<file path="src/rtl/core_pkg.sv">
// Shared micro-op types and widths for the issue path.
// Holds register/PC widths, ALU opcodes and the micro-op bundle.
package core_pkg;

   localparam int REG_AW = 3;
   localparam int PC_W   = 16;
   localparam int OP_W   = 5;

   localparam logic [OP_W-1:0] ALU_ADD = 5'd0;
   localparam logic [OP_W-1:0] ALU_SUB = 5'd1;
   localparam logic [OP_W-1:0] ALU_AND = 5'd2;
   localparam logic [OP_W-1:0] ALU_OR  = 5'd3;
   localparam logic [OP_W-1:0] ALU_XOR = 5'd4;
   localparam logic [OP_W-1:0] ALU_SHL = 5'd5;
   localparam logic [OP_W-1:0] ALU_SHR = 5'd6;
   localparam logic [OP_W-1:0] ALU_CMP = 5'd7;
   localparam logic [OP_W-1:0] ALU_ADC = 5'd8;

   typedef struct packed {
      logic [REG_AW-1:0] a_adr;
      logic [REG_AW-1:0] b_adr;
      logic [PC_W-1:0]   pc;
      logic [REG_AW-1:0] d_adr;
      logic              d_wr;
      logic              sf_wr;
      logic              sf_rd;
      logic [OP_W-1:0]   op;
   } uop_t;

endpackage

</file>
<file path="src/rtl/uop_fifo.sv">
// Generic DEPTH-entry synchronous FIFO with flush, head data and count.
// Ports: push_i/pop_i/flush_i, wdata_i, rdata_o (head), count_o, empty_o, full_o.
module uop_fifo #(
   parameter int DEPTH = 4,
   parameter int W     = 8,
   localparam int AW   = $clog2(DEPTH),
   localparam int CW   = AW + 1
) (
   input  logic          clk,
   input  logic          rst_n,
   input  logic          push_i,
   input  logic          pop_i,
   input  logic          flush_i,
   input  logic [W-1:0]  wdata_i,
   output logic [W-1:0]  rdata_o,
   output logic [CW-1:0] count_o,
   output logic          empty_o,
   output logic          full_o
);

   logic [W-1:0]  mem_q [DEPTH];
   logic [AW-1:0] head_q, head_d;
   logic [AW-1:0] tail_q, tail_d;
   logic [CW-1:0] cnt_q, cnt_d;
   logic          do_push;
   logic          do_pop;

   assign empty_o = (cnt_q == '0);
   assign full_o  = (cnt_q == CW'(DEPTH));
   assign count_o = cnt_q;
   assign rdata_o = mem_q[head_q];

   // Guards keep the count inside 0..DEPTH even if a caller misbehaves.
   assign do_push = push_i & ~full_o;
   assign do_pop  = pop_i & ~empty_o;

   always_comb begin
      head_d = head_q;
      tail_d = tail_q;
      cnt_d  = cnt_q;
      if (flush_i) begin
         head_d = '0;
         tail_d = '0;
         cnt_d  = '0;
      end else begin
         if (do_push) tail_d = tail_q + 1'b1;
         if (do_pop)  head_d = head_q + 1'b1;
         unique case ({do_push, do_pop})
            2'b10:   cnt_d = cnt_q + 1'b1;
            2'b01:   cnt_d = cnt_q - 1'b1;
            default: cnt_d = cnt_q;
         endcase
      end
   end

   always_ff @(posedge clk or negedge rst_n) begin
      if (!rst_n) begin
         head_q <= '0;
         tail_q <= '0;
         cnt_q  <= '0;
      end else begin
         head_q <= head_d;
         tail_q <= tail_d;
         cnt_q  <= cnt_d;
      end
   end

   always_ff @(posedge clk or negedge rst_n) begin
      if (!rst_n) begin
         for (int i = 0; i < DEPTH; i++) mem_q[i] <= '0;
      end else if (do_push && !flush_i) begin
         mem_q[tail_q] <= wdata_i;
      end
   end

endmodule

</file>
<file path="src/rtl/issue_station.sv">
// Issue stage: buffers decoded micro-ops, issues one per cycle to RF/ALU.
// Ports: id_* decoder side, r_* RF reads, ex_* ALU controls, alu_ready, flush, occupancy.
import core_pkg::*;

module issue_station #(
   parameter int DEPTH = 4,
   parameter int OPW   = OP_W,
   localparam int CW   = $clog2(DEPTH) + 1
) (
   input  logic                clk,
   input  logic                rst_n,
   input  logic                id_valid,
   output logic                id_ready,
   input  logic [REG_AW-1:0]   id_a_adr,
   input  logic [REG_AW-1:0]   id_b_adr,
   input  logic [PC_W-1:0]     id_pc,
   input  logic [REG_AW-1:0]   id_d_adr,
   input  logic                id_d_wr,
   input  logic                id_sf_wr,
   input  logic                id_sf_rd,
   input  logic [OPW-1:0]      id_op,
   output logic [REG_AW-1:0]   r_a_addr,
   output logic [REG_AW-1:0]   r_b_addr,
   output logic [PC_W-1:0]     r_pc,
   output logic                ex_valid,
   output logic [OPW-1:0]      ex_op,
   output logic [REG_AW-1:0]   ex_d_adr,
   output logic                ex_d_wr,
   output logic                ex_sf_wr,
   input  logic                alu_ready,
   input  logic                flush,
   output logic [CW-1:0]       occupancy
);

   uop_t          id_uop;
   uop_t          head;
   logic [$bits(uop_t)-1:0] head_raw;
   logic          empty;
   logic          full;
   logic          push;
   logic          hazard;
   logic          issue;

   logic              ex_valid_q, ex_valid_d;
   logic [OPW-1:0]    ex_op_q, ex_op_d;
   logic [REG_AW-1:0] ex_d_adr_q, ex_d_adr_d;
   logic              ex_d_wr_q, ex_d_wr_d;
   logic              ex_sf_wr_q, ex_sf_wr_d;

   assign id_uop = '{
      a_adr: id_a_adr,
      b_adr: id_b_adr,
      pc:    id_pc,
      d_adr: id_d_adr,
      d_wr:  id_d_wr,
      sf_wr: id_sf_wr,
      sf_rd: id_sf_rd,
      op:    OP_W'(id_op)
   };

   // Readiness comes from the registered count only.
   assign id_ready = ~full & ~flush;
   assign push     = id_valid & id_ready;

   uop_fifo #(
      .DEPTH (DEPTH),
      .W     ($bits(uop_t))
   ) u_fifo (
      .clk     (clk),
      .rst_n   (rst_n),
      .push_i  (push),
      .pop_i   (issue),
      .flush_i (flush),
      .wdata_i (id_uop),
      .rdata_o (head_raw),
      .count_o (occupancy),
      .empty_o (empty),
      .full_o  (full)
   );

   assign head = uop_t'(head_raw);

   // A flag reader waits while a flag writer sits in the ex register.
   assign hazard = head.sf_rd & ex_valid_q & ex_sf_wr_q;
   assign issue  = ~empty & alu_ready & ~hazard & ~flush;

   assign r_a_addr = empty ? '0 : head.a_adr;
   assign r_b_addr = empty ? '0 : head.b_adr;
   assign r_pc     = empty ? '0 : head.pc;

   // Non-issue cycles zero every control so write enables never go stale.
   always_comb begin
      ex_valid_d = 1'b0;
      ex_op_d    = '0;
      ex_d_adr_d = '0;
      ex_d_wr_d  = 1'b0;
      ex_sf_wr_d = 1'b0;
      if (issue) begin
         ex_valid_d = 1'b1;
         ex_op_d    = OPW'(head.op);
         ex_d_adr_d = head.d_adr;
         ex_d_wr_d  = head.d_wr;
         ex_sf_wr_d = head.sf_wr;
      end
   end

   always_ff @(posedge clk or negedge rst_n) begin
      if (!rst_n) begin
         ex_valid_q <= 1'b0;
         ex_op_q    <= '0;
         ex_d_adr_q <= '0;
         ex_d_wr_q  <= 1'b0;
         ex_sf_wr_q <= 1'b0;
      end else begin
         ex_valid_q <= ex_valid_d;
         ex_op_q    <= ex_op_d;
         ex_d_adr_q <= ex_d_adr_d;
         ex_d_wr_q  <= ex_d_wr_d;
         ex_sf_wr_q <= ex_sf_wr_d;
      end
   end

   assign ex_valid = ex_valid_q;
   assign ex_op    = ex_op_q;
   assign ex_d_adr = ex_d_adr_q;
   assign ex_d_wr  = ex_d_wr_q;
   assign ex_sf_wr = ex_sf_wr_q;

endmodule

</file>
<file path="config.mk">
export PLATFORM = sky130hd
export DESIGN_NAME = issue_station
export DESIGN_NICKNAME = d
export VERILOG_FILES = /design/src/rtl/core_pkg.sv /design/src/rtl/uop_fifo.sv /design/src/rtl/issue_station.sv
export SDC_FILE = /design/constraint.sdc
export NUM_CORES = 1
export LEC_CHECK = 0
export ABC_AREA = 0
export BUFFER_PORTS_ARGS = -buffer_cell sky130_fd_sc_hd__buf_2
export CAP_MARGIN = 20
export CORE_MARGIN = 2
export CORE_UTILIZATION = 30
export DETAILED_ROUTE_END_ITERATION = 10
export PLACE_DENSITY = 0.48
export SYNTH_ARGS = -nofsm -noshare
export SYNTH_HDL_FRONTEND = slang
export SYNTH_SLANG_ARGS = --single-unit
export TNS_END_PERCENT = 100
</file>
<file path="constraint.sdc">
create_clock -name clk -period 3.6 [get_ports clk]
set_input_delay 0.36 -clock clk [delete_from_list [all_inputs] [get_ports clk]]
set_output_delay 0.36 -clock clk [all_outputs]
set_load 0.01 [all_outputs]
</file>
* After elaboration in Yosys (flattened, before gate mapping)
Cells that the tools add are included.
Word-level totals: input port bits 38, word-level logic and storage cells 64, output and inout port bits 37, register bits 150
Cells by class: $add $sub $neg 4, reductions and logical operators 7, bitwise logic cells 15, muxes and demuxes 20, eq/ne operators 3, order comparisons 3
Operator list (count):
- $bwmux W132 | 1
- $mux W33 | 3
- $bmux W33 S2 | 1
- $demux W33 S2 | 1
- $mux W16 | 1
- $mux W3 | 4
- $and A1 B1 Y1 | 9
- $mux W2 | 4
- $ge A3 B3 Y1 const B | 2
- $not A2 Y3 | 2
- $pmux W3 S2 | 1
- $mux W5 | 1
- $add A2 B1 Y2 const B | 2
- $not A1 Y1 | 4
- $reduce_bool A2 Y1 | 2
- $add A3 B1 Y3 const B | 1
- $eq A3 B3 Y1 const B | 1
- $logic_not A3 Y1 | 1
- $lt A3 B1 Y1 const B | 1
- $mux W1 | 3
- $reduce_bool A3 Y1 | 1
- $sub A3 B1 Y3 const B | 1
- $eq A2 B1 Y1 const B | 1
- $eq A2 B2 Y1 const B | 1
- 2 further kinds | 3

* Logic depth before layout (Yosys ltp)
Gate-level depths: netlist of run 1.
depth after elaboration 13, gate-level depth with buffers 11, mapped depth without buffers 8

* By module
Synthesis of run 1 repeated with hierarchy kept, for this count alone.
Second synthesis, totals: cell total of the unflattened synthesis 438, area total of the unflattened synthesis 6994.2 um^2
Modules (own cells, without submodules):
- uop_fifo | instances 1, sequential area each 3478.3 um^2, cells an instance 385, area each 6359.8 um^2
- issue_station | instances 1, sequential area each 275.3 um^2, cells an instance 53, area each 634.4 um^2

* Worst setup path before layout of run 1
No wires, ideal clock.
path kind reg2reg, start reg u_fifo.head_q[1], end reg u_fifo.cnt_q[2] (netlist: u_fifo.count_o[2]), path slack 964 ps, arrival time 2511 ps, path buffers 3, clock period less this slack 2636 ps, stages on the path, launching flop included 11, setup time 125 ps, cells stage by stage dfrtp_1 -> clkbuf_2 -> nand3b_1 -> o221ai_2 -> or2_1 -> buf_6 -> clkbuf_1 -> nor2_1 -> fa_1 -> o31a_1 -> mux2_4
On the way: cells in the longest elaborated chain, start to end 13
RTL lines:
- from (decl) | RTL line uop_fifo.sv:22 | logic [AW-1:0] head_q, head_d;
- from (signal assigned) | RTL line uop_fifo.sv:58 | head_q <= '0;
- from (signal assigned) | RTL line uop_fifo.sv:62 | head_q <= head_d;
- $not A2 Y3 (implied by the code) * | RTL line uop_fifo.sv:31 | assign rdata_o = mem_q[head_q];
- $bmux W33 S2 * | RTL line uop_fifo.sv:31
- $mux W33 (implied by the code) * (2 in a row) | RTL line uop_fifo.sv:31
- $and A1 B1 Y1 * (2 in a row) | RTL line issue_station.sv:84 | assign hazard = head.sf_rd & ex_valid_q & ex_sf_wr_q;
- $not A1 Y1 * | RTL line issue_station.sv:85 | assign issue = ~empty & alu_ready & ~hazard & ~flush;
- $and A1 B1 Y1 * (2 in a row) | RTL line issue_station.sv:85
- $and A1 B1 Y1 * | RTL line uop_fifo.sv:35 | assign do_pop = pop_i & ~empty_o;
- $eq A2 B1 Y1 / $eq A2 B2 Y1 (equally long branches) | RTL line uop_fifo.sv:48 | unique case ({do_push, do_pop})
- $pmux W3 S2 | RTL line uop_fifo.sv:48
- $mux W3 | RTL line uop_fifo.sv:41 | if (flush_i) begin
- to (signal assigned) | RTL line uop_fifo.sv:64 | cnt_q <= cnt_d;
- to (decl) | RTL line uop_fifo.sv:24 | logic [CW-1:0] cnt_q, cnt_d;
Every way passes the cells marked *; elsewhere a longest branch is shown, timed or not. The select of a mux whose other input is x is not followed. A chain may end at the register's enable or synchronous reset.

* Final worst setup path of run 1
start reg u_fifo.head_q[0], end out r_pc[0]
On the way: cells in the longest elaborated chain, start to end 5
RTL lines:
- $not A2 Y3 (implied by the code) | RTL line uop_fifo.sv:31
- $bmux W33 S2 | RTL line uop_fifo.sv:31
- $mux W33 (implied by the code) (2 in a row) | RTL line uop_fifo.sv:31
- $mux W16 | RTL line issue_station.sv:89 | assign r_pc = empty ? '0 : head.pc;
- to (decl) | RTL line issue_station.sv:24 | output logic [PC_W-1:0] r_pc,
Every way passes these cells. The select of a mux whose other input is x is not followed.

==> impl_metrics.csv, run 1 <==
group,metric,value,unit
pwr,powerDensity,706,nW/um2
global_routing,grt_pass1_wl,24.1,mm
placement,gp_congestion,0.708,
global_routing,grt_overflow,0,
final_layout,drive_above_1_share,33.7,%
sta,rsz0062_at_grt,"false",
synthesis,synth_compound_area_share,0.730,%
sta,post-route-period-util,75.0,%
cts,clockBufferDepth,2,
cts,cts_buffers,17,
routing,wl_per_cell,18.5,um
routing,ant_nets,0,
worst_setup_path,path_class,"flip-flop to output port",
final_layout,num_antenna_cells,0,
final_layout,final_core_util,36.3,%
routing,via_count,3728,
worst_setup_path,reg2reg_depth,6,
cts,htree_levels,4,
synthesis,synthesis.nets,464,
floorplan,design.die.area,23500,um2
synthesis,synth_top_family_by_area,"multiplexers",
worst_setup_path,critPathLaunchType,"flip-flop",
global_routing,grt_max_degree,104,
sta,hold_violations,0,
placement,pre_cts_slack,1040,ps
final_layout,area_growth,18.4,%
global_routing,grt_usage,13.4,%
sta,setup_ws,902,ps
global_routing,grt_antenna_before_repair,0,
sta,drv_slew,0,
routing,drtIter0Drc,146,
worst_setup_path,max_stage_delay,600,ps
synthesis,synth_xor_area_share,0.787,%
cts,post_cts_buffers,0,
pwr,ir_drop,0.000331,V
floorplan,std_cell_rows,54,
synthesis,synth.avg_cell_area,15.9,um2
floorplan,core,21800,um2
sta,fin_crit,2700,ps
sta,setup_violations,0,
routing,drtPass1Iterations,4,
routing,vias_per_cell,4.70,
cts,holdBufCountCts,0,
cts,cts_resized,0,
routing,drc_errors,0,
cts,clock_tree.root_cell,"clkbuf_16",
worst_setup_path,cp_top_family,"buffers and inverters",
floorplan,start_util,30.6,%
run,max_cap_violations,0,
synthesis,synthAdderAreaFrac,1.05,%
worst_setup_path,cp_slowest_cell,"buf_4",
routing,wl,14.7,mm
worst_setup_path,cp_data_required_time,3240,ps
synthesis,synth_warnings,0,
pwr,p_clk_share,30.2,%
worst_setup_path,worstSetupEndpointType,"output port",
sta,slew-limit-headroom,36.1,%
synthesis,synth_area,6680,um2
synthesis,synth_cells,421,
placement,port_buffers,74,
worst_setup_path,arrival,2340,ps
synthesis,synth_cell_types,31,
synthesis,ys_seq_area_share,56.2,%
synthesis,ys_ff_latch,150,
final_layout,nets,544,
synthesis,synthSimpleGateAreaFrac,4.66,%
cts,cts_tree,"built",
status,status,"finished clean",
sta,worst_pin_slew,959,ps
pwr,p_int,4.02,mW
global_routing,grt_pass1_vias,4227,
placement,dp_hpwl,9.21,mm
sta,setup_tns,0,ps
floorplan,io_pins,75,
hold_path,worstHoldPathType,"input pin to asynchronous set/reset pin",
pwr,power_switching,1.56,mW
cts,clock_latency,420,ps
floorplan,die_h,153,um
cts,clkTransAtPathRegs,60,ps
worst_setup_path,ff2ff_setup_slack,1090,ps
pwr,leakage,3.59,nW
pwr,seq_power_share,45.8,%
worst_setup_path,r2r_start,"u_fifo.count_o[1]",
worst_setup_path,crit_path_cell_trace,"buf_4, mux4_2, nor2b_1, buf_2",
floorplan,die_w,153,um
final_layout,fillers,2090,
worst_setup_path,critPathMaxFanout,33,
sta,fin_skew,8.02,ps
synthesis,synth.area.mux_share,33.9,%
worst_setup_path,crit_buf_inv,2,
sta,max_freq,0.371,GHz
worst_setup_path,timing.rr.end,"u_fifo.mem_q[13]",
pwr,combPwrFrac,24.0,%
cts,cts.sinks,150,
pwr,switching_share,28.0,%
==> placed cells by master (no fill, tap or decap), types with 2 or more instances in the layout <==
master      count
ha_1            4
dfrtp_2         2
mux2_1        118
inv_6           5
xnor2_1         4
clkbuf_16      17
clkinv_2        4
dfrtp_1       148
nor2b_1        34
mux2_2         14
buf_4          13
xor2_1          2
mux4_2         32
buf_2          73
o31a_1          2
clkinvlp_4      4
mux2i_1         4
nand2b_1        2
inv_1           5
nor2_1          9
nand2_2         4
==> power by group through the flow <==
stage                     Sequential, mW  Combinational [mW]  Clock, mW
after floorplan                     2.49                1.02          0
after global placement              2.56                1.34          0
after detailed placement            2.59                1.38          0
after CTS                           2.56                1.39       1.73
after global routing                2.64                1.48       1.82
final                               2.56                1.34       1.69
==> logic make-up after synthesis <==
kind of cell / count (synthesis)
xor gates and xnor gates: 6
and+or+nand+nor: 55
buffers and inverters: 31
muxes: 169
adders and majority gates: 5
DFF: 150
AOI/OAI and AO/OA: 5
==> cells in the mapped netlist <==
library cell / instances / area [um2]
xor2_1: 2 / 17.5
buf_6: 2 / 22.5
buf_2: 4 / 20.0
dfrtp_1: 150 / 3750
buf_4: 12 / 90.1
buf_1: 1 / 3.75
mux2_4: 1 / 15.0
o221ai_2: 1 / 15.0
nor3_1: 1 / 5.00
mux2i_1: 4 / 40.0
o211ai_1: 1 / 7.51
mux2_2: 14 / 158
o31a_1: 2 / 17.5
nor2b_1: 34 / 213
nor2_1: 9 / 33.8
nand3_1: 1 / 5.00
nand3b_1: 1 / 7.51
clkbuf_1: 6 / 22.5
fa_1: 1 / 20.0
inv_1: 5 / 18.8
or2_1: 1 / 6.26
xnor2_1: 4 / 35.0
nand2b_1: 2 / 12.5
mux4_2: 32 / 721
ha_1: 4 / 50.1
nand2_1: 4 / 15.0
and2_1: 1 / 6.26
nor3b_1: 1 / 7.51
o32ai_1: 1 / 8.76
mux2_1: 118 / 1330
clkbuf_2: 1 / 5.00
==> state kept, by name (all words and copies together), names as in the netlist <==
register,count
ex_op,5
u_fifo.count_o,3
u_fifo.tail_q,2
u_fifo.head_q,2
u_fifo.mem_q,132
ex_sf_wr,1
ex_valid,1
ex_d_wr,1
ex_d_adr,3
==> layer usage <==
layer	share of wire [%]	GRT usage, %
met5	0	0
met4	1.4	4.37
met3	2.9	3.32
met2	49	21.6
met1	46	17.8
==> area by class of cell <==
type / instances / area, um2 / share of cell area, %
well taps: 280 / 350 / 4.43
multi-input cells: 240 / 2760 / 34.9
flip-flops and latches: 150 / 3760 / 47.5
repair buffers: 87 / 474 / 5.99
inverters: 5 / 18.8 / 0.237
clock inverters: 14 / 124 / 1.57
clock buffers: 18 / 429 / 5.42
==> stage by stage <==
stage,hold WS [ps],power (mW),area [um2],std cells
2_1_floorplan,64.4,3.51,6680,421
3_3_place_gp,468,3.90,7360,762
3_5_place_dp,477,3.98,7360,762
4_1_cts,117,5.68,7910,794
5_1_grt,164,5.94,7910,794
6_report,78.4,5.59,7910,794
==> worst max-delay path by stage <==
| stage | from | to | slack, ps | cells after the start |
|---|---|---|---|---|
| 6_report | u_fifo.head_q[0] | r_pc[0] | 900 | 4 |
| 5_1_grt | u_fifo.head_q[0] | r_pc[0] | 720 | 4 |
| 4_1_cts | u_fifo.head_q[0] | r_b_addr[1] | 790 | 4 |
| 3_5_place_dp | u_fifo.count_o[1] | u_fifo.mem_q[20] | 1040 | 6 |
| 3_3_place_gp | u_fifo.count_o[1] | u_fifo.mem_q[15] | 1070 | 6 |
| 2_1_floorplan | u_fifo.head_q[1] | u_fifo.count_o[2] | 960 | 10 |
Note: power is estimated with default switching activity, not from simulation.
==> run 2: changes to the inputs <==
==> constraint.sdc (replaced) <==
create_clock -name clk -period 2.6 [get_ports clk]
set_input_delay 0.26 -clock clk [delete_from_list [all_inputs] [get_ports clk]]
set_output_delay 0.26 -clock clk [all_outputs]
set_load 0.01 [all_outputs]
==> run 2 against run 1 <==
Effect of this change: flip-flop and latch count is the same; die area stayed put; worst setup slack got worse by 640 ps; global-route usage is essentially flat; via count is 0.46% higher; design area up 2.1%; first-iteration DRC count is 0.68% lower; routed wire length about the same.
==> impl_metrics.csv, run 2 (synthesized netlist as in run 1, its figures left out) <==
group,metric,value,unit
final_layout,final_core_util,37.0,%
cts,clock_latency,420,ps
routing,drtPass1Iterations,4,
placement,dp_hpwl,9.27,mm
sta,rsz0062_at_grt,"false",
worst_setup_path,crit_path_cell_trace,"buf_6, mux4_2, nor2b_1, buf_2",
placement,gp_congestion,0.654,
final_layout,largest_reg_flops,132,
pwr,powerDensity,995,nW/um2
sta,fin_crit,2330,ps
global_routing,grt_pass1_vias,4213,
placement,port_buffers,74,
worst_setup_path,cp_top_family,"multiplexers",
final_layout,fin_area,8080,um2
sta,hold_violations,0,
floorplan,start_util,30.6,%
cts,post_cts_buffers,0,
routing,drtIter0Drc,145,
worst_setup_path,reg2reg_depth,7,
global_routing,grt_pass1_wl,24.1,mm
final_layout,top_register,"u_fifo.mem_q",
sta,max_freq,0.429,GHz
pwr,leakage,3.66,nW
worst_setup_path,worstSetupEndpointType,"output port",
cts,clkTransAtPathRegs,60,ps
sta,setup_ws,266,ps
worst_setup_path,critPathLaunchType,"flip-flop",
final_layout,final_cell_mix,"dfrtp_1 (148), mux2_1 (118), buf_2 (73), nor2b_1 (34), mux4_2 (32)",
worst_setup_path,cp_data_required_time,2340,ps
final_layout,drive_above_1_share,33.7,%
routing,wl_per_cell,18.4,um
final_layout,area_growth,20.9,%
cts,clockBufferDepth,2,
hold_path,worstHoldPathType,"input pin to flip-flop",
sta,setup_violations,0,
hold_path,whs_endpoint,"u_fifo.mem_q[74]",
cts,cts_tree,"built",
floorplan,die_w,153,um
worst_setup_path,cp_slowest_cell,"mux4_2",
final_layout,final_common_cell,"dfrtp_1",
worst_setup_path,path_class,"flip-flop to output port",
sta,fin_skew,7.76,ps
cts,clock_tree.root_cell,"clkbuf_16",
placement,pre_cts_slack,360,ps
sta,slew-limit-headroom,61.7,%
routing,vias_per_cell,4.70,
routing,via_count,3745,
global_routing,grt_max_degree,74,
cts,htree_levels,4,
worst_setup_path,crit_cells,4,
run,max_cap_violations,0,
floorplan,design.die.area,23500,um2
global_routing,grt_usage,13.4,%
worst_setup_path,r2r_start,"u_fifo.count_o[2]",
pwr,ir_drop,0.000348,V
final_layout,nets,544,
global_routing,grt_antenna_before_repair,3,
final_layout,final_cells,796,
floorplan,io_pins,75,
cts,cts.sinks,150,
placement,dp.cells,761,
worst_setup_path,timing.rr.end,"u_fifo.count_o[2]",
worst_setup_path,ff2ff_setup_slack,330,ps
hold_path,hp-start,"id_d_adr[0]",
worst_setup_path,arrival,2070,ps
status,status,"finished clean",
worst_setup_path,critPathMaxFanout,24,
floorplan,std_cell_rows,54,
sta,post-route-period-util,89.8,%
floorplan,die_h,153,um
routing,drc_errors,0,
sta,drv_slew,0,
worst_setup_path,crit_buf_inv,2,
routing,wl,14.7,mm
placement,place_area,7430,um2
global_routing,grt_overflow,0,
cts,cts_buffers,17,
floorplan,core,21800,um2
sta,setup_tns,0,ps
worst_setup_path,max_stage_delay,580,ps
hold_path,min_path_cells,2,
sta,worst_pin_slew,574,ps
routing,ant_nets,0,
## run 2: cell count changes in the layout (fill, tap and decap cells not counted), sizes merged
cell         delta
bufinv          +3
inv             -3
diode           +2
buf             -1
clkbuf          -1
clkinv          +1
dlygate4sd3     +1
## run 2: report_power, final
part	total [mW]	switching (mW)	internal, mW
clock network	2.61	1.00	1.61
registers	3.55	0.400	3.15
logic	1.88	0.757	1.12
total	8.04	2.16	5.88
## run 2: worst max path at each step
stage	from	to	slack, ps
floorplan	u_fifo.head_q[1]	u_fifo.count_o[2]	80
global placement	u_fifo.count_o[1]	u_fifo.count_o[2]	380
detailed placement	u_fifo.count_o[1]	u_fifo.count_o[2]	360
CTS	u_fifo.head_q[0]	r_pc[1]	70
global route	u_fifo.head_q[0]	r_a_addr[2]	130
finish	u_fifo.head_q[0]	r_a_addr[2]	270
## run 2: worst reg2reg max path, delay by kind of cell (launching register included)
family / cells / cell delay, ps
AOI/OAI and AO/OA: 3 / 800
muxes: 1 / 290
and+or+nand+nor: 2 / 230
DFF: 1 / 440
adders and majority gates: 1 / 400
## run 2: metal layers
| layer | GRT usage (%) | wire length [um] | vias up |
|---|---|---|---|
| met2 | 22.1 | 7220 | 55 |
| met5 | 0 | 0 | - |
| met1 | 17.3 | 6700 | 1986 |
| met4 | 4.50 | 197 | 0 |
| li1 | - | - | 1689 |
| met3 | 3.54 | 543 | 15 |
## run 2: final cells by class
| class | instances | area, um2 |
|---|---|---|
| Inverter | 5 | 18.8 |
| Sequential cell | 150 | 3760 |
| Clock inverter | 15 | 204 |
| Multi-Input combinational cell | 240 | 2760 |
| Clock buffer | 17 | 425 |
| Fill cell | 2090 | 13700 |
| Tap cell | 280 | 350 |
| Timing Repair Buffer | 87 | 556 |
| Antenna cell | 2 | 5.00 |
## run 2: what timing repair did
item / 4_1_cts / 5_1_grt
resized for setup: 0 / 1
hold buffers: 1 / 0
endpoints found under the hold margin: 46 / 0
endpoints found under the setup margin: 0 / 3
## run 2: metrics by stage
step | total power [mW] | hold WS (ps)
detailed placement | 5.53 | 227
floorplan | 4.86 | -35.6
global route | 8.53 | 78.1
global placement | 5.42 | 222
finish | 8.04 | 89.9
CTS | 8.19 | 72.4
